<file path="src/rtl/m_issue_pkg.sv">
// Shared types and decode helpers for the M-extension issue controller.
package m_issue_pkg;

   typedef enum logic [1:0] {
      IDLE  = 2'd0,
      WAIT  = 2'd1,
      DONE  = 2'd2,
      DRAIN = 2'd3
   } m_issue_state_t;

   localparam logic [6:0] OPC_OP    = 7'b0110011;
   localparam logic [6:0] F7_MULDIV = 7'b0000001;

   function automatic logic is_m_instr(input logic [31:0] instr);
      return (instr[6:0] == OPC_OP) && (instr[31:25] == F7_MULDIV);
   endfunction

endpackage

</file>
<file path="src/rtl/m_issue_timer.sv">
// Saturating wait counter; expired holds once the count reaches MAX_COUNT.
module m_issue_timer
   import m_issue_pkg::*;
#(
   parameter int MAX_COUNT = 64,
   parameter int CNT_W     = $clog2(MAX_COUNT + 1)
) (
   input  logic clk,
   input  logic resetn,
   input  logic i_clear,
   input  logic i_enable,
   output logic o_expired
);

   localparam logic [CNT_W-1:0] MAX_VAL = CNT_W'(MAX_COUNT);

   logic [CNT_W-1:0] r_count;

   always_ff @(posedge clk) begin
      if (resetn) begin
         r_count <= '0;
      end else if (i_clear) begin
         r_count <= '0;
      end else if (i_enable && (r_count != MAX_VAL)) begin
         r_count <= r_count + 1'b1;
      end
   end

   assign o_expired = (r_count == MAX_VAL);

endmodule

</file>
<file path="src/rtl/m_issue_ctrl.sv">
// Core-side PCPI initiator for RV32M: stalls execute, issues to the M unit,
// and returns a one-cycle writeback, with flush and timeout recovery.
module m_issue_ctrl
   import m_issue_pkg::*;
#(
   parameter int TIMEOUT_CYCLES = 64,
   parameter int CNT_W          = $clog2(TIMEOUT_CYCLES + 1)
) (
   input  logic        clk,
   input  logic        resetn,
   input  logic        ex_valid,
   input  logic [31:0] ex_instr,
   input  logic [31:0] ex_rs1_val,
   input  logic [31:0] ex_rs2_val,
   input  logic [4:0]  ex_rd,
   input  logic        flush,
   output logic        pcpi_valid,
   output logic [31:0] pcpi_insn,
   output logic [31:0] pcpi_rs1,
   output logic [31:0] pcpi_rs2,
   output logic [4:0]  pcpi_rd,
   input  logic        pcpi_wr,
   input  logic [31:0] pcpi_rd_data,
   input  logic        pcpi_busy,
   input  logic        pcpi_ready,
   input  logic [4:0]  pcpi_dest,
   output logic        stall,
   output logic        wb_en,
   output logic [4:0]  wb_rd,
   output logic [31:0] wb_data,
   output logic        trap,
   output logic        dest_err
);

   m_issue_state_t r_state;
   m_issue_state_t w_nextState;

   logic        r_pcpiValid;
   logic [31:0] r_pcpiInsn;
   logic [31:0] r_pcpiRs1;
   logic [31:0] r_pcpiRs2;
   logic [4:0]  r_pcpiRd;
   logic        r_wbEn;
   logic [4:0]  r_wbRd;
   logic [31:0] r_wbData;
   logic        r_trap;
   logic        r_destErr;
   logic        r_quiet;

   logic w_isM;
   logic w_quiet;
   logic w_expired;
   logic w_issue;
   logic w_accept;
   logic w_abort;
   logic w_timeout;

   assign w_isM   = ex_valid & is_m_instr(ex_instr);
   assign w_quiet = ~pcpi_busy & ~pcpi_ready;

   m_issue_timer #(
      .MAX_COUNT (TIMEOUT_CYCLES),
      .CNT_W     (CNT_W)
   ) u_timer (
      .clk       (clk),
      .resetn    (resetn),
      .i_clear   (w_issue),
      .i_enable  (r_state == WAIT),
      .o_expired (w_expired)
   );

   always_ff @(posedge clk) begin
      if (resetn) begin
         r_state <= IDLE;
      end else begin
         r_state <= w_nextState;
      end
   end

   // In WAIT a ready response outranks flush, which outranks timeout.
   always_comb begin
      w_nextState = r_state;
      stall       = 1'b0;
      w_issue     = 1'b0;
      w_accept    = 1'b0;
      w_abort     = 1'b0;
      w_timeout   = 1'b0;
      case (r_state)
         IDLE: begin
            stall = w_isM & ~flush;
            if (w_isM && !flush) begin
               w_issue     = 1'b1;
               w_nextState = WAIT;
            end
         end
         WAIT: begin
            stall = 1'b1;
            if (pcpi_ready) begin
               w_accept    = 1'b1;
               w_nextState = DONE;
            end else if (flush) begin
               w_abort     = 1'b1;
               w_nextState = DRAIN;
            end else if (w_expired) begin
               w_timeout   = 1'b1;
               w_nextState = DRAIN;
            end
         end
         DONE: begin
            w_nextState = IDLE;
         end
         DRAIN: begin
            stall = w_isM;
            if (pcpi_ready || (r_quiet && w_quiet)) begin
               w_nextState = IDLE;
            end
         end
         default: begin
            w_nextState = IDLE;
         end
      endcase
   end

   // r_quiet remembers one idle responder cycle so DRAIN can give up after two.
   always_ff @(posedge clk) begin
      if (resetn) begin
         r_pcpiValid <= 1'b0;
         r_pcpiInsn  <= '0;
         r_pcpiRs1   <= '0;
         r_pcpiRs2   <= '0;
         r_pcpiRd    <= '0;
         r_wbEn      <= 1'b0;
         r_wbRd      <= '0;
         r_wbData    <= '0;
         r_trap      <= 1'b0;
         r_destErr   <= 1'b0;
         r_quiet     <= 1'b0;
      end else begin
         r_wbEn    <= 1'b0;
         r_trap    <= 1'b0;
         r_destErr <= 1'b0;
         r_quiet   <= (r_state == DRAIN) && (w_nextState == DRAIN) && w_quiet;
         if (w_issue) begin
            r_pcpiValid <= 1'b1;
            r_pcpiInsn  <= ex_instr;
            r_pcpiRs1   <= ex_rs1_val;
            r_pcpiRs2   <= ex_rs2_val;
            r_pcpiRd    <= ex_rd;
         end
         if (w_accept) begin
            r_pcpiValid <= 1'b0;
            if (pcpi_wr) begin
               r_wbEn   <= 1'b1;
               r_wbRd   <= r_pcpiRd;
               r_wbData <= pcpi_rd_data;
            end
            if (pcpi_dest != r_pcpiRd) begin
               r_destErr <= 1'b1;
            end
         end
         if (w_abort) begin
            r_pcpiValid <= 1'b0;
         end
         if (w_timeout) begin
            r_trap      <= 1'b1;
            r_pcpiValid <= 1'b0;
         end
      end
   end

   assign pcpi_valid = r_pcpiValid;
   assign pcpi_insn  = r_pcpiInsn;
   assign pcpi_rs1   = r_pcpiRs1;
   assign pcpi_rs2   = r_pcpiRs2;
   assign pcpi_rd    = r_pcpiRd;
   assign wb_en      = r_wbEn;
   assign wb_rd      = r_wbRd;
   assign wb_data    = r_wbData;
   assign trap       = r_trap;
   assign dest_err   = r_destErr;

endmodule

</file>
<file path="config.mk">
export PLATFORM = sky130hd
export DESIGN_NAME = m_issue_ctrl
export DESIGN_NICKNAME = d
export VERILOG_FILES = /design/src/rtl/m_issue_pkg.sv /design/src/rtl/m_issue_timer.sv /design/src/rtl/m_issue_ctrl.sv
export SDC_FILE = /design/constraint.sdc
export NUM_CORES = 1
export LEC_CHECK = 0
export ABC_AREA = 0
export BUFFER_PORTS_ARGS = -buffer_cell sky130_fd_sc_hd__clkbuf_2
export CAP_MARGIN = 20
export CELL_PAD_IN_SITES_DETAIL_PLACEMENT = 0
export CELL_PAD_IN_SITES_GLOBAL_PLACEMENT = 2
export CORE_MARGIN = 4
export CORE_UTILIZATION = 26
export CTS_BUF_LIST = sky130_fd_sc_hd__clkbuf_2 sky130_fd_sc_hd__clkbuf_4 sky130_fd_sc_hd__clkbuf_8
export DETAILED_ROUTE_END_ITERATION = 10
export PLACE_DENSITY = 0.78
export SYNTH_ARGS = -nofsm -noshare
export SYNTH_HDL_FRONTEND = slang
export SYNTH_HIERARCHICAL = 1
export SYNTH_SLANG_ARGS = --single-unit
</file>
<file path="constraint.sdc">
create_clock -name clk -period 3.1 [get_ports clk]
set_input_delay 0.775 -clock clk [delete_from_list [all_inputs] [get_ports clk]]
set_output_delay 0.775 -clock clk [all_outputs]
set_load 0.01 [all_outputs]
</file>
==> impl_results.md <==
- Status: finished clean
- Postcts setup bufs: 0
- Largest net degree at the start of global routing: 81
- Met3 Usage GRT: 6.07%
- WL/cell: 14.2 um
- Hold Vio Cnt, Final: 0
- Synth warn: 6
- Initial Utilization: between 20% and 30%
- DRC: 0
- Rows: between 50 and 60
- Fin util: between 30% and 40%
- I/O Buffers: between 200 and 300
- Die area: between 20000 and 25000 sq um
- CP endpoint kind: primary output
- Critical path arrival: around 1700 ps
- Register-to-register setup slack: ~1200 ps
- Syn Std Cell Area: approximately 5900 sq um
- Start of the worst register-to-register path: u_timer/r_count[0]
- HP Start: wb_data[20]
- Die X: 158 um
- Placed Instances: 1192
- Gr usage total: 13.2%
- Nets@finish: about 1.1k
- Final Critical Period: between 2000 and 2500 ps
- Fmax: 409 MHz
- Mux share of post-synthesis cell area: 15.2%
- RSZ-0062 raised after global routing: false
- Hold EP: wb_data[20]
- Reported max-cap violation count: 0
- CP Class: in -> out
- Main combinational cell family by area after synthesis: simple AND/OR/NAND/NOR gates
- Post-DRT Antenna Nets: 0
- Simple-gate share of the synthesized area: between 20% and 30%
- Die Ht: roughly 160 um
- Number of synthesized flops with an enable pin: 0
- Synth async-reset ratio: 0%
- Worst-path clk slew: 80 ps
- Power density over cell area: around 480 nW/um^2
- Slew HR: 61.4%
- Compound-cell area share of the yosys netlist: between 5 and 6%
- Hpwl dp: between 10000 and 15000 um
- Worst-path maximum fanout: 2
- Max IR drop VDD: 0.250 mV
- Post-cts sizing count: 0
- Sequential area share after synthesis: 52.0%
- Cell count of the worst reg-to-reg path: 7
- CTS Hold Buffers Added: 0
- Mapped Nets: 799
- Capture point of the worst reg-to-reg path: r_quiet
- Mean Syn Cell Area: 8.98 sq um
- Non-Filler Instances: 1224
- Main synth FF type: dfxtp_1
- DRT Pass-1 Iters: 4
- Yosys cell types: 39
- Setup WS pre-CTS: around 340 ps
- GR peak layer: met2
- Initial antenna violation count: 0
- CP startpoint kind: input port
- Clock tree buffer depth: 2
- Layout cell share with drive strength beyond 1: 36.0%
- Hold Crit Class: reg -> reg
- Period utilization: a little under 80%
- DRT iter0 DRCs: around 240
- Hold path depth: 2
- Clk Latency, worst-skew pair: 440 ps
- Vias in the first global route: around 4.9k
- Post-Synth XOR/XNOR Area: ~1.0%
- Met2 Resource Use GR: 21.1%
- Worst-Margin Slew: about 580 ps
- # clock sinks: roughly 150
- Clk_skew: approximately 9.6 ps
- Flops & latches, synth: 152
- Worst Slack Setup Final: 655 ps
- Total negative slack: 0 ps
- First-pass GRT wire length: between 20000 and 30000 um
- Num CTS Buffers: 17
- Synthesis-to-finish area growth: 35.9%
- Leak Pwr: 3.55 nW
- Adder-Cell Fraction of Synth Area: less than 1%
- Worst endpoint required time: approximately 2300 ps
- Root buf cell: clkbuf_8
- Post-Syn Instances: ~650
- Core area: around 22000 sq um
- GR met1 Demand/Resource: 16.1%
- Final Setup Violations: 0
- Max H-tree Level: 4
- Via/cell ratio: around 4.2
- FILL cells: ~2.4k
- Via count: 5154
- Hold_ws: ~450 ps
- Routed WL: 17300 um
- Slew Viols, Final: 0
- GP Congestion: 0.722
- CTS tree: done
- I/O pin cnt: between 200 and 300
- Ant diodes: 0
- Global route overflow: 0
==> layout by cell type (no fill, tap or decap), types with 2 or more instances in the layout <==
cell / netlist / layout
a21oi_1: 40 / 40
and3_1: 12 / 12
buf_12: 6 / 2
buf_4: 3 / 15
bufinv_16: 0 / 3
clkbuf_2: 0 / 287
clkbuf_8: 0 / 17
clkinv_4: 0 / 2
dfxtp_1: 152 / 152
ha_1: 2 / 2
inv_1: 5 / 5
inv_6: 0 / 7
inv_8: 0 / 4
mux2i_1: 89 / 89
nand2_1: 257 / 257
nand2b_1: 2 / 2
nand3_1: 2 / 2
nand4_1: 4 / 4
nor2_1: 8 / 8
nor3_1: 2 / 2
o21a_1: 5 / 5
o21ai_0: 2 / 2
or3_1: 2 / 2
xnor2_1: 3 / 3
xor2_1: 4 / 4
==> Yosys cell counts (2+ instances only) <==
cell type / n / area [sq um]
ha_1: 2 / 25.0
nand2_1: 257 / 965
o21ai_0: 2 / 10.0
buf_4: 3 / 22.5
o21a_1: 5 / 37.5
xnor2_1: 3 / 26.3
clkbuf_1: 29 / 109
nor3_1: 2 / 10.0
xor2_1: 4 / 35.0
dfxtp_1: 152 / 3040
mux2i_1: 89 / 891
nor2_1: 8 / 30.0
and3_1: 12 / 75.1
inv_2: 2 / 7.51
nand4_1: 4 / 25.0
inv_1: 5 / 18.8
nand2b_1: 2 / 12.5
or3_1: 2 / 12.5
buf_1: 4 / 15.0
buf_12: 6 / 120
nand3_1: 2 / 10.0
a21oi_1: 40 / 200
==> area by class of cell <==
cell class	count	area, sq um	share of cell area (%)
timing repair buffer	304	1590	20.0
inverter	7	33.8	0.425
clock buffer	17	234	2.94
multi-input combinational	449	2500	31.4
sequential	152	3040	38.3
tap	280	350	4.40
clock inverter	15	205	2.58
==> per-layer routing <==
metal / part of all wire [%] / routed length (um) / vias up
met4: 1.0 / 181 / 0
met5: 0 / 0 / -
met3: 10 / 1780 / 9
met1: 43 / 7500 / 2272
met2: 45 / 7880 / 183
li1: - / - / 2690
==> through the flow <==
| step | area, sq um | total power (W) |
|---|---|---|
| global placement | 7520 | 0.00218 |
| global route | 7960 | 0.00401 |
| finish | 7960 | 0.00382 |
| detailed placement | 7520 | 0.00218 |
| CTS | 7960 | 0.00391 |
| floorplan | 5860 | 0.00207 |
==> logic make-up (layout without fill, tap and decap cells) <==
family | count (synthesis) | in the layout
AND/OR/NAND/NOR | 296 | 296
flip-flops | 152 | 152
multiplexers | 89 | 89
AO/OA/AOI/OAI | 55 | 55
buffers and inverters | 51 | 343
XOR/XNOR | 7 | 7
adder cells (fa/ha/maj) | 2 | 2
==> worst max-delay path by stage <==
| stage | from | end | slack [ps] | cells past startpoint |
|---|---|---|---|---|
| finish | ex_instr[2] | stall | 660 | 6 |
| global route | ex_instr[2] | stall | 530 | 6 |
| CTS | ex_instr[2] | stall | 620 | 6 |
| detailed placement | ex_instr[2] | u_timer/r_count[2] | 340 | 8 |
| global placement | ex_instr[0] | u_timer/r_count[2] | 380 | 8 |
| floorplan | ex_instr[2] | u_timer/r_count[2] | 610 | 9 |
==> power by group <==
part,internal [W],switching [W]
clock network,0.000837,0.000853
logic,0.0000900,0.0000939
registers,0.00195,0.0000000124
==> state kept, by name, summed over array words and instances (netlist names) <==
| name | count |
|---|---|
| wb_en | 1 |
| trap | 1 |
| r_quiet | 1 |
| r_state | 2 |
| u_timer/r_count | 7 |
| dest_err | 1 |
| pcpi_rs1 | 32 |
| wb_data | 32 |
| pcpi_rs2 | 32 |
| pcpi_rd | 5 |
| wb_rd | 5 |
| pcpi_valid | 1 |
| pcpi_insn | 32 |
==> worst max-delay path: stages <==
cell,delay [ps]
clkbuf_2,80
nor4bb_1,300
nand4_1,150
o21bai_1,170
nand2_1,60
clkbuf_2,130
No activity file was read; power rests on OpenSTA's default activity.
